**config.mk**
```make
export PLATFORM = sky130hd
export DESIGN_NAME = onehot_line_driver
export DESIGN_NICKNAME = d
export VERILOG_FILES = /design/src/rtl/onehot_drv_pkg.sv /design/src/rtl/idx_fifo.sv /design/src/rtl/onehot_line_driver.sv
export SDC_FILE = /design/constraint.sdc
export NUM_CORES = 1
export LEC_CHECK = 0
export CAP_MARGIN = 20
export CORE_MARGIN = 8
export CORE_UTILIZATION = 54
export DETAILED_ROUTE_END_ITERATION = 6
export GPL_TIMING_DRIVEN = 0
export PLACE_DENSITY_LB_ADDON = 0.3
export SLEW_MARGIN = 20
export SYNTH_ARGS = -nofsm -noshare
export SYNTH_HDL_FRONTEND = slang
export SYNTH_HIERARCHICAL = 1
export SYNTH_SLANG_ARGS = --single-unit
```
**constraint.sdc**
```tcl
create_clock -name clk -period 2.3 [get_ports clk]
set_input_delay 0.46 -clock clk [delete_from_list [all_inputs] [get_ports clk]]
set_output_delay 0.46 -clock clk [all_outputs]
set_load 0.02 [all_outputs]
```
**src/rtl/onehot_drv_pkg.sv**
```systemverilog
// Shared types for the one-hot line driver: FSM states and per-command error codes.
package onehot_drv_pkg;

  localparam int WIDTH_DEF   = 4;
  localparam int DEPTH_DEF   = 4;
  localparam int TIMEOUT_DEF = 8;

  typedef enum logic [1:0] {S_IDLE, S_DRIVE, S_GAP} drv_state_t;

  typedef enum logic [1:0] {
    E_NONE     = 2'd0,
    E_MISMATCH = 2'd1,
    E_TIMEOUT  = 2'd2,
    E_RANGE    = 2'd3
  } drv_err_t;

endpackage

```
**src/rtl/idx_fifo.sv**
```systemverilog
// Small synchronous FIFO with a fall-through read port so the driver can pop and use
// the head entry in the same cycle; full/empty derive from the pointer wrap bit.
module idx_fifo #(
  parameter int W     = 2,
  parameter int DEPTH = 4
) (
  input  logic         clk,
  input  logic         rst_n,
  input  logic         push,
  input  logic [W-1:0] din,
  input  logic         pop,
  output logic [W-1:0] dout,
  output logic         full,
  output logic         empty
);

  localparam int AW = $clog2(DEPTH);

  logic [W-1:0] mem [DEPTH];
  logic [AW:0]  wr_ptr_reg, wr_ptr_next;
  logic [AW:0]  rd_ptr_reg, rd_ptr_next;
  logic         do_push, do_pop;

  assign empty   = (wr_ptr_reg == rd_ptr_reg);
  assign full    = (wr_ptr_reg[AW] != rd_ptr_reg[AW]) &&
                   (wr_ptr_reg[AW-1:0] == rd_ptr_reg[AW-1:0]);
  assign do_push = push && !full;
  assign do_pop  = pop && !empty;
  assign dout    = mem[rd_ptr_reg[AW-1:0]];

  always_comb begin
    wr_ptr_next = wr_ptr_reg;
    rd_ptr_next = rd_ptr_reg;
    if (do_push) wr_ptr_next = wr_ptr_reg + (AW+1)'(1);
    if (do_pop)  rd_ptr_next = rd_ptr_reg + (AW+1)'(1);
  end

  always_ff @(posedge clk) begin
    if (do_push) mem[wr_ptr_reg[AW-1:0]] <= din;
  end

  always_ff @(posedge clk or negedge rst_n) begin
    if (!rst_n) begin
      wr_ptr_reg <= '0;
      rd_ptr_reg <= '0;
    end else begin
      wr_ptr_reg <= wr_ptr_next;
      rd_ptr_reg <= rd_ptr_next;
    end
  end

endmodule

```
**src/rtl/onehot_line_driver.sv**
```systemverilog
// Queues line indices, drives each as a one-hot vector, checks the encoder's echo and
// reports done/err per command with a one-cycle idle gap between commands.
module onehot_line_driver
  import onehot_drv_pkg::*;
#(
  parameter int WIDTH   = WIDTH_DEF,
  parameter int IDXW    = $clog2(WIDTH),
  parameter int DEPTH   = DEPTH_DEF,
  parameter int TIMEOUT = TIMEOUT_DEF
) (
  input  logic            clk,
  input  logic            rst_n,
  input  logic            cmd_valid,
  output logic            cmd_ready,
  input  logic [IDXW-1:0] cmd_idx,
  output logic [WIDTH-1:0] line,
  input  logic            echo_valid,
  input  logic [IDXW-1:0] echo_pos,
  output logic            busy,
  output logic            done,
  output logic            err,
  output logic [1:0]      err_code
);

  localparam int TW = $clog2(TIMEOUT);
  localparam logic [TW-1:0] TIMER_LAST = TW'(TIMEOUT - 1);

  drv_state_t       state_reg, state_next;
  logic [WIDTH-1:0] line_reg, line_next, dec;
  logic [IDXW-1:0]  idx_reg, idx_next, fifo_dout;
  logic [TW-1:0]    timer_reg, timer_next;
  logic             done_reg, done_next, err_reg, err_next;
  drv_err_t         err_code_reg, err_code_next;
  logic             fifo_pop, fifo_full, fifo_empty;

  assign cmd_ready = !fifo_full;
  assign line      = line_reg;
  assign done      = done_reg;
  assign err       = err_reg;
  assign err_code  = err_code_reg;
  assign busy      = (state_reg != S_IDLE) || !fifo_empty;

  idx_fifo #(.W(IDXW), .DEPTH(DEPTH)) u_fifo (
    .clk   (clk),
    .rst_n (rst_n),
    .push  (cmd_valid),
    .din   (cmd_idx),
    .pop   (fifo_pop),
    .dout  (fifo_dout),
    .full  (fifo_full),
    .empty (fifo_empty)
  );

  // An index with no matching line decodes to all-zero, which doubles as the range check.
  generate
    for (genvar gi = 0; gi < WIDTH; gi++) begin : g_dec
      assign dec[gi] = (fifo_dout == IDXW'(gi));
    end
  endgenerate

  always_comb begin
    state_next    = state_reg;
    line_next     = line_reg;
    idx_next      = idx_reg;
    timer_next    = timer_reg;
    done_next     = 1'b0;
    err_next      = 1'b0;
    err_code_next = E_NONE;
    fifo_pop      = 1'b0;
    case (state_reg)
      S_IDLE: begin
        line_next = '0;
        if (!fifo_empty) begin
          fifo_pop = 1'b1;
          if (|dec) begin
            line_next  = dec;
            idx_next   = fifo_dout;
            timer_next = '0;
            state_next = S_DRIVE;
          end else begin
            err_next      = 1'b1;
            err_code_next = E_RANGE;
          end
        end
      end
      S_DRIVE: begin
        // An echo arriving on the final timer cycle is still judged as an echo.
        if (echo_valid) begin
          if (echo_pos == idx_reg) begin
            done_next = 1'b1;
          end else begin
            err_next      = 1'b1;
            err_code_next = E_MISMATCH;
          end
          line_next  = '0;
          state_next = S_GAP;
        end else if (timer_reg == TIMER_LAST) begin
          err_next      = 1'b1;
          err_code_next = E_TIMEOUT;
          line_next     = '0;
          state_next    = S_GAP;
        end else begin
          timer_next = timer_reg + TW'(1);
        end
      end
      S_GAP: begin
        line_next  = '0;
        state_next = S_IDLE;
      end
      default: begin
        line_next  = '0;
        state_next = S_IDLE;
      end
    endcase
  end

  always_ff @(posedge clk or negedge rst_n) begin
    if (!rst_n) begin
      state_reg    <= S_IDLE;
      line_reg     <= '0;
      idx_reg      <= '0;
      timer_reg    <= '0;
      done_reg     <= 1'b0;
      err_reg      <= 1'b0;
      err_code_reg <= E_NONE;
    end else begin
      state_reg    <= state_next;
      line_reg     <= line_next;
      idx_reg      <= idx_next;
      timer_reg    <= timer_next;
      done_reg     <= done_next;
      err_reg      <= err_next;
      err_code_reg <= err_code_next;
    end
  end

endmodule

```
# == Yosys cells after proc, flatten, opt, wreduce, memory -nomap -nowiden ==
# Memories as Yosys holds them, arrays and structs flattened.
# Cells that the tools add are included.
# totals
register_bits,21
ramBits,8
in_bits,8
output_inout_bits,10
wordCells,76
memories,1
# op_classes
addsub,3
n_eq_ne,14
mux,34
bitwise,1
n_reduce_logical,14
# memory_table
memory,words,word_bits,read_ports,rd_clocked_by_memory_dff,wr,line_no,rtl
u_fifo.mem,4,2,1,0,1,idx_fifo.sv:19,logic [W-1:0] mem [DEPTH];
# op_table
op,n
$mux 2,8
$mux 4,4
$mux 1,13
$mux 3,4
$add 3x1->3 const B,3
$ne 2x2->1 const B,4
$pmux 2 s2,2
$pmux 4 s2,1
$pmux 3 s2,1
$reduce_and 3->1,2
$reduce_and 5->1,1
$eq 2x1->1 const B,2
$eq 2x2->1,2
$eq 2x2->1 const B,2
$logic_not 2->1,2
$reduce_bool 2->1,2
$reduce_or 4->1,1
$eq 3x3->1,1
$eq 3x3->1 const B,1
$logic_and 1x1->1,3
$ne 3x3->1 const B,1
$logic_not 1->1,2
$pmux 1 s2,1
$logic_or 1x1->1,1
other kinds (2),2

# == Logic depth before layout (Yosys ltp) ==
# depth
ltp_word,6
depth_mapped,8
mapped_depth_nobuf,7

# == Modules after synthesis ==
# Netlist, hierarchy kept.
# by_module_without_submodules
mod,instances,cells_per_inst,area_per_inst_um2,seq_area_each_um2
idx_fifo,1,60,793.3,390.4
onehot_line_driver,1,56,649.4,375.4

# == Worst setup path before layout ==
# Ideal clock, no wire load.
# synth_timing
path_type,register to register
start,register u_fifo.rd_ptr_reg[1]
end,register u_fifo.rd_ptr_reg[1]
setup_time_ns,0.129
t_arrival_ns,1.606
required_time_ns,2.171
path_slack_ns,0.565
path_stages_with_launch,9
path_buffers,1
period_less_slack_ns,1.735
cell_sequence,dfrtp_1 clkbuf_2 xor2_1 nor3_1 or3_4 clkinv_4 nand2b_1 a21oi_1 a211oi_2
# synth_via
elab_chain_len,4
elab_cells_between_ends,6
cone_classes,add/sub: 1; eq/ne: 1; mux: 2; reduce/logical: 2
# synth_rtl
item,line_no,rtl
from (decl),idx_fifo.sv:21,"logic [AW:0] rd_ptr_reg, rd_ptr_next;"
from (signal assigned),idx_fifo.sv:48,rd_ptr_reg <= rd_ptr_next;
$eq 3x3->1,idx_fifo.sv:24,assign empty = (wr_ptr_reg == rd_ptr_reg);
via fifo_empty,onehot_line_driver.sv:34,"logic fifo_pop, fifo_full, fifo_empty;"
$mux 1,onehot_line_driver.sv:73,if (!fifo_empty) begin
$mux 1,onehot_line_driver.sv:70,case (state_reg)
via fifo_pop,onehot_line_driver.sv:34,
$logic_and 1x1->1,idx_fifo.sv:28,assign do_pop = pop && !empty;
# The timed path passes the listed nets, and every way through them passes these cells.
# A chain may end at the register's enable or synchronous reset.

# == Worst setup path after layout ==
# layout_timing
start,register u_fifo.wr_ptr_reg[0]
end,output port busy
# layout_via
elab_chain_len,3
# layout_rtl
item,line_no,rtl
from (decl),idx_fifo.sv:20,"logic [AW:0] wr_ptr_reg, wr_ptr_next;"
from (signal assigned),idx_fifo.sv:47,wr_ptr_reg <= wr_ptr_next;
$eq 3x3->1,idx_fifo.sv:24,
via fifo_empty,onehot_line_driver.sv:34,
$logic_not 1->1,onehot_line_driver.sv:41,assign busy = (state_reg != S_IDLE) || !fifo_empty;
$logic_or 1x1->1,onehot_line_driver.sv:41,
to (decl),onehot_line_driver.sv:19,"output logic busy,"
# The timed path passes the listed nets, and every way through them passes these cells.

==> metrics.yaml <==
status: "finished clean"
ys_seq_elements: 29
vdd_drop_max_v: 0.001076
netlist_instances: 116
die_w_um: 67.69
worstMarginPinSlew_ps: 930.6
synth_top_area_share: 0.3643
seq_power_share: 0.342
hp-class: "reg2reg"
synth_nets: 131
portBuffers: 17
start_util: 0.5771
clock_sinks: 29
hold_viol_final: 0
p_int_w: 0.001464
hpwl_um: 1987
drc: 0
htree_levels: 2
synth_edf_count: 8
synth_commonest_cells: "dfrtp_1, nand2_1, edfxtp_1"
max_cap_viol_count: 0
grt_antenna_before_repair: 0
end_kind: "primary output"
synth_top_cell_by_area: "dfrtp_1"
final.min_clock_period_ps: 2241
ant_nets: 0
syn-mean-instance-area_sq_um: 12.44
min_to: "line[2]"
hold_depth: 2
postLayoutSetupSlackWorst_ps: 59.27
utilization: 0.7152
track_usage: 0.1349
ios: 18
worstSetupStartpointType: "register"
synthFlopType: "dfrtp_1"
gp_congestion: 0.8353
grt_pass1_vias: 992
largest_reg_flops: 8
startpoint: "u_fifo/wr_ptr_reg[0]"
drive_gt1_frac: 0.2238
power.leakage_nw: 0.7782
p_clk_frac: 0.116
synth_most_common_cell: "dfrtp_1"
dp_slack_ps: 86.24
synth_area_leaders: "dfrtp_1, edfxtp_1, ha_1"
synth_area_sq_um: 1443
power.net_switching_w: 0.001136
drt-pass1-iter-count: 4
via_count: 963
worstPathMaxFanout: 6
skew_ps: 10.80
finalCritPeriodShare: 0.9742
r2r_slack_ps: 360
grt_max_degree: 22
timing.rr.start: "u_fifo/wr_ptr_reg[0]"
fin_nets: 157
cts_max_path_buffers: 2
rr_endpoint: "u_fifo/rd_ptr_reg[2]"
rows: 18
ys_warn_count: 6
fmax_mhz: 446.3
synth.yosys.seq_area_share: 0.5308
core_area_sq_um: 2500
async_flop_share: 0.7241
p_comb_frac: 0.542
worstPathArrival_ps: 1780
numCtsBuffers: 5
power_density_nw_per_um2: 1454
p_sw_frac: 0.4369
area_growth_pct: 23.94
wl_um: 2741
final_area_sq_um: 1788
synth_cell_type_count: 37
vias_per_cell: 5.566
wl_per_cell_um: 15.84
grt_pass1_wl_um: 4595
slew_viol_final: 0
dpl_cell_area_sq_um: 1650
clk_latency_ps: 330
grt_overflow_total: 0
dieArea_sq_um: 4581
reg2regPathDepth: 6
required_ps: 1840
die_y_um: 67.69
finalSetupViolCount: 0
cts_tree: "yes"
min_from: "line[2]"
clockRootBuffer: "clkbuf_4"
clkTransAtPathRegs_ps: 100
relSlewSlack: 0.3776
worstSetupPathType: "reg2out"
dr.first_iter.drc_count: 49
antennaDiodeCount: 0
layer usage:
| metal | track usage | vias up | wire (um) |
|---|---|---|---|
| met5 | 0 | - | 0 |
| met4 | 0.07050 | 0 | 57 |
| met3 | 0.04305 | 7 | 175 |
| met2 | 0.2154 | 19 | 1307 |
| met1 | 0.1588 | 469 | 1201 |
| li1 | - | 468 | - |
layout make-up:
class	count	area, sq um
inverters	7	31.28
well taps	30	37.54
repair buffers	19	182.7
multi-input cells	78	696.9
flip-flops and latches	29	767.0
fillers	176	711.9
clock inverters	3	16.27
clock buffers	5	37.54
plain buffers	2	18.77
metrics by stage:
stage	power, W	cells	setup TNS (ps)	hold WS (ps)
finish	0.002600	173	0	498.5
global route	0.002787	173	-3.189	530.8
CTS	0.002576	173	0	504.6
detailed placement	0.002128	163	0	482.0
global placement	0.002069	163	0	459.4
floorplan	0.001780	116	0	164.4
worst max-delay path by stage:
stage                     cells after the start                    to  slack [ps]
after floorplan                               8  u_fifo/rd_ptr_reg[1]         560
after global placement                        5                  busy         100
after detailed placement                      5                  busy          90
after CTS                                     4                  busy          50
after global routing                          4                  busy          -3
final                                         4                  busy          60
power groups by stage:
| stage | Combinational [W] | Sequential [W] | Clock, W |
|---|---|---|---|
| 2_1_floorplan | 0.000894 | 0.000886 | 0 |
| 3_3_place_gp | 0.00121 | 0.000855 | 0 |
| 3_5_place_dp | 0.00126 | 0.000868 | 0 |
| 4_1_cts | 0.00138 | 0.000888 | 0.000308 |
| 5_1_grt | 0.00154 | 0.000915 | 0.000335 |
| 6_report | 0.00141 | 0.000889 | 0.000302 |
worst max-delay path, cell delays in order, from the launching register on:
cell,delay [ps]
dfrtp_1,610
xor2_4,190
nor3_4,260
nand2_1,70
dlygate4sd2_1,330
what timing repair did:
action | in CTS | in global routing
setup buffers | 2 | 0
pin swaps | 2 | 0
gates resized for setup | 11 | 1
hold buffers | 0 | 0
endpoints found under the setup margin | 2 | 1
cell families after synthesis:
logic type | Yosys count | synth area share
and+or+nand+nor | 34 | 0.1353
DFF | 29 | 0.5308
AOI/OAI and AO/OA | 24 | 0.1318
muxes | 2 | 0.03122
buffers and inverters | 9 | 0.03295
adders and majority gates | 7 | 0.06071
xor gates and xnor gates | 11 | 0.07719
layout by cell type (no fill, tap or decap), types with 2 or more instances in the layout:
cell             netlist  routed
dlygate4sd2_1          0       2
xnor2_2                0       2
nand2_1               14      14
inv_1                  6       6
a21oi_1                4       4
clkinv_2               0       2
o31ai_1                4       4
ha_1                   7       7
edfxtp_1               8       8
nand2b_1               2       2
xor2_4                 0       3
a22o_1                 3       3
xor2_1                 4       3
buf_4                  0       2
clkbuf_4               0       6
xnor2_1                5       3
o31ai_2                2       2
o21ai_0                2       2
nor2_1                 4       4
clkdlybuf4s50_1        0      15
dfrtp_1               21      20
nor3_1                 3       2
mux4_2                 2       2
and3_1                 3       3
o21a_1                 2       2
(Power assumes the default switching activity.)
==> RTL change 1 (config.mk and constraints unchanged) <==
Re-encode `drv_state_t` (3 states) as one-hot, 3 bits wide.
--- a/src/rtl/onehot_drv_pkg.sv
+++ b/src/rtl/onehot_drv_pkg.sv
@@ -7,3 +7,3 @@
 
-  typedef enum logic [1:0] {S_IDLE, S_DRIVE, S_GAP} drv_state_t;
+  typedef enum logic [2:0] {S_IDLE = 3'b001, S_DRIVE = 3'b010, S_GAP = 3'b100} drv_state_t;
 
Function: same outputs for any inputs over 10 cycles, from zero or initial values and one cycle with rst_n low; not proved beyond that.
==> RTL change 1 against the original RTL <==
Design area is 3.5% higher. Sequential cell count is 1 higher. Non-clock buffer count is 1 lower. Synthesized cell count is 3.4% higher. Wire length hardly changed. Cell count is 1.7% higher. Area after synthesis is 2.9% higher. Power is 2.2% higher. Worst hold slack worse by 0.42 ns. Worst setup slack better by 0.065 ns.
==> RTL change 1: results (changes against the original RTL) <==
drt wl/cell 15.6 µm (-1.7%); Fin Clk Skew 0.00859 ns (-0.00221 ns); Hold Path Class in -> async; vias in the first global route 998 (+0.60%); Synth async-reset ratio 0.733 (+0.00920); Seq/Total Area, Yosys 0.534 (+0.00294); P_leak 0.794 nW (+2.1%); critical path peak fanout 7 (+1); Clock Pin Slew Worst Setup and Hold Paths 0.10 ns (about the same); pre-CTS WS 0.0715 ns (-0.0147 ns); # port buffers 17 (unchanged); total track usage 0.141 (+0.00623); Detail Placement HPWL 2000 µm (+0.66%); nets 159 (+1.3%); status finished, final reports clean; commonest cells in the synthesized netlist dfrtp_1, nand2_1, edfxtp_1, ha_1, nor2_1; placed cell count 168 (+3.1%); layout cell share with drive strength beyond 1 0.228 (+0.00381); number of H-tree levels 2 (unchanged); first-pass GRT wire length 4830 µm (+5.1%); Worst path max stage delay 0.53 ns (-0.08 ns); VDD IR max 0.926 mV (-14%); Synth area leaders dfrtp_1, edfxtp_1, ha_1; drt initial violations 52 (+6.1%); net count after synthesis 135 (+3.1%); last weighted congestion value of the routability-driven placer 0.811 (-2.9%); post-route insts no fill 176 (+1.7%); critical path arrival 1.72 ns (-0.06 ns); slowest CP cell dfrtp_2; Reg2Reg Depth 9 (+3); pin count of the biggest net entering global routing 23 (+4.5%); Post-CTS Setup Inserts 0 (-2); syn_area_per_cell 12.4 µm² (-0.57%); Worst-Margin Slew 0.480 ns (-0.450 ns); DR vias/cell 5.60 (+0.64%)
[RTL change 1: cells by family after synthesis]
group                    synth area share
AO/OA/AOI/OAI                       0.119
flip-flops                          0.534
adder cells (fa/ha/maj)            0.0590
buffers and inverters              0.0371
XOR/XNOR                           0.0750
multiplexers                       0.0304
AND/OR/NAND/NOR                     0.146
[RTL change 1: layout make-up]
| type | instances | area [µm²] |
|---|---|---|
| Inverter | 6 | 27.5 |
| Tap cell | 31 | 38.8 |
| Clock inverter | 2 | 10.0 |
| Timing Repair Buffer | 17 | 166 |
| Sequential cell | 30 | 795 |
| Multi-Input combinational cell | 81 | 721 |
| Buffer | 3 | 30.0 |
| Clock buffer | 6 | 62.6 |
| Fill cell | 187 | 836 |
[RTL change 1: what timing repair did]
action,CTS,global route
pin swaps,0,1
resized for setup,9,7
endpoints found under the setup margin,2,3
hold buffers,0,0
[RTL change 1: path summary, 6_finish.rpt]
path | start | endpoint | slack, ns
max reg2reg | u_fifo/rd_ptr_reg[0] | u_fifo/rd_ptr_reg[1] | 0.17
max in group asynchronous | rst_n | state_reg[0] | 1.86
min reg2reg | line[0] | line[0] | 0.49
min | rst_n | u_fifo/rd_ptr_reg[0] | 0.08
max | u_fifo/wr_ptr_reg[1] | busy | 0.12
min in group clk | line[0] | line[0] | 0.49
[RTL change 1: report_power, final]
group          internal, mW  switching (mW)  leakage (nW)
combinational         0.624           0.754         0.394
clock                 0.181           0.183        0.0431
sequential            0.730           0.183         0.357
total                  1.54            1.12         0.794
[RTL change 1: per-stage QoR]
stage                     power (mW)  area (µm²)   util
after global placement          2.09        1690  0.630
final                           2.66        1850  0.689
after floorplan                 1.80        1480      -
after detailed placement        2.13        1690  0.630
after global routing            2.86        1850  0.689
after CTS                       2.63        1830  0.680
[RTL change 1: worst register-to-register path: stages, from the launching register on]
cell and delay (ns):
dfrtp_1 0.41, buf_6 0.16, xor2_4 0.27, nor3_2 0.08
or4b_1 0.54, buf_6 0.16, clkinv_4 0.08, nand2b_1 0.08
a21oi_1 0.17, a211oi_2 0.05
[RTL change 1: layer usage]
layer | track usage | vias up | wire length (µm)
li1 | - | 475 | -
met1 | 0.162 | 476 | 1130
met2 | 0.225 | 28 | 1360
met3 | 0.0622 | 7 | 191
met4 | 0.0563 | 0 | 60
met5 | 0 | - | 0
==> RTL change 2 (same settings) <==
Made on the original files. Set the package constant `TIMEOUT_DEF` to 4 (it was 8).
--- a/src/rtl/onehot_drv_pkg.sv
+++ b/src/rtl/onehot_drv_pkg.sv
@@ -5,3 +5,3 @@
   localparam int DEPTH_DEF   = 4;
-  localparam int TIMEOUT_DEF = 8;
+  localparam int TIMEOUT_DEF = 4;
 
Check against the original RTL: not equivalent (a bounded check fails within 10 cycles, from zero or initial values and one cycle with rst_n low).
==> RTL change 2 against the original RTL <==
Design area fell by 2.3%. Maximum frequency rose by 0.63%. Sequential cell count fell by 1. Area after synthesis fell by 2.5%. Highest routed layer unchanged. Wire length rose by 7.0%. Largest cell class unchanged. Worst setup slack improved by 0.014 ns. Non-clock buffer count fell by 1. Power fell by 1.5%.
==> RTL change 2: results (changes against the original RTL) <==
WHS Path Cells 2 (unchanged); via count 969 (+0.62%); # port buffers 17 (unchanged); critical path peak fanout 5 (-1); nets 151 (-3.8%); Synth area leaders dfrtp_1, edfxtp_1, ha_1; clk buf depth 2 (unchanged); last weighted congestion value of the routability-driven placer 0.854 (+2.3%); total track usage 0.134 (-0.000490); first-pass GRT wire length 4630 µm (+0.74%); n_diodes 0 (unchanged); Fin Clk Skew 0.00943 ns (-0.00137 ns); P_sw 1.11 mW (-2.0%); layout cell share with drive strength beyond 1 0.221 (-0.00319); slowest CP cell dfrtp_1; vias in the first global route 980 (-1.2%); commonest cells in the synthesized netlist dfrtp_1, nand2_1, edfxtp_1, ha_1; critical path arrival ~1.8 ns; net count after synthesis 128 (-2.3%); max reg flops 8 (unchanged); FF-to-FF setup slack 0.20 ns (-0.16 ns); pin count of the biggest net entering global routing 21 (-4.5%); Reg2Reg Depth 8 (+2); Seq/Total Area, Yosys 0.527 (-0.00410); Top delay family on crit path buffers and inverters; drt initial violations 47 (-4.1%); Synth async-reset ratio 0.714 (-0.00985); Netlist cell types 39 (+5.4%); First-pass DRT Iterations 5 (+1); P_leak 0.736 nW (-5.4%); Synth Flop Type dfrtp_1; Num CTS Buffers 3 (-2); drt total wl 2930 µm (+7.0%); Synth Warn # 6 (unchanged); Clock Pin Slew Worst Setup and Hold Paths 0.15 ns (+0.05 ns); Detail Placement HPWL 2080 µm (+4.6%); Worst-Margin Slew 0.910 ns (-0.0202 ns); Clk Latency, worst-skew pair 0.33 ns (about the same); Root Driver clkbuf_4; Hold Path Class reg -> reg; number of synthesized flops with an enable pin 8 (unchanged); status finished, final reports clean; number of H-tree levels 1 (-1); VDD IR max 0.951 mV (-12%); Worst path max stage delay 0.43 ns (-0.18 ns)
## RTL change 2: power by group through the flow
stage	clock (mW)	sequential [mW]	combinational [mW]
floorplan	0	0.841	0.897
global placement	0	0.822	1.18
detailed placement	0	0.836	1.24
CTS	0.285	0.861	1.35
global route	0.310	0.887	1.54
finish	0.280	0.863	1.42
## RTL change 2: area by class of cell
type | instances | area (µm²)
fill | 176 | 731
sequential | 28 | 743
timing repair buffer | 18 | 171
multi-input combinational | 78 | 703
buffer | 2 | 18.8
inverter | 6 | 25.0
clock buffer | 4 | 47.5
tap | 30 | 37.5
## RTL change 2: routing by layer
metal  GRT usage  part of all wire  vias to the layer above  wire length (µm)
met3      0.0218             0.049                        2               144
met4      0.0418            0.0041                        0                12
met1       0.162              0.40                      486              1180
met2       0.237              0.54                       27              1590
met5           0                 0                        -                 0
li1            -                 -                      454                 -
## RTL change 2: final timing paths
kind                                            from              endpoint
worst min register to register               line[0]               line[0]
max in group asynchronous                      rst_n  u_fifo/wr_ptr_reg[0]
worst min-delay path                         line[0]               line[0]
min in group asynchronous                      rst_n                  done
worst max-delay path            u_fifo/rd_ptr_reg[0]             cmd_ready
worst max register to register  u_fifo/wr_ptr_reg[1]  u_fifo/rd_ptr_reg[1]
## RTL change 2: metrics by stage
step                instance area (µm²)  cells  setup WS (ns)  hold slack [ns]
floorplan                          1410    114          0.546            0.164
finish                             1750    166         0.0734            0.511
global route                       1750    166       0.000943            0.543
CTS                                1740    165         0.0330            0.513
global placement                   1610    161          0.107            0.459
detailed placement                 1610    161         0.0714            0.480
## RTL change 2: kinds of logic after synthesis
kind of cell	after synthesis	share of synthesized area
and+or+nand+nor	36	0.150
buffers and inverters	8	0.0294
DFF	28	0.527
muxes	2	0.0320
AOI/OAI and AO/OA	23	0.129
adders and majority gates	6	0.0534
xor gates and xnor gates	11	0.0792
## RTL change 2: worst register-to-register path, stage by stage, from the launching register on
cell	delay (ns)
dfrtp_1	0.61
xor2_2	0.35
nor3_4	0.09
buf_4	0.14
or3_4	0.36
inv_4	0.12
nand2b_1	0.11
a21oi_1	0.17
a211oi_2	0.06
## RTL change 2: repair_timing
item / 4_1_cts / 5_1_grt
gates resized for setup: 12 / 5
hold buffers: 0 / 0
pin swaps: 0 / 1
setup endpoints to repair: 2 / 1
buffers inserted: 0 / 1
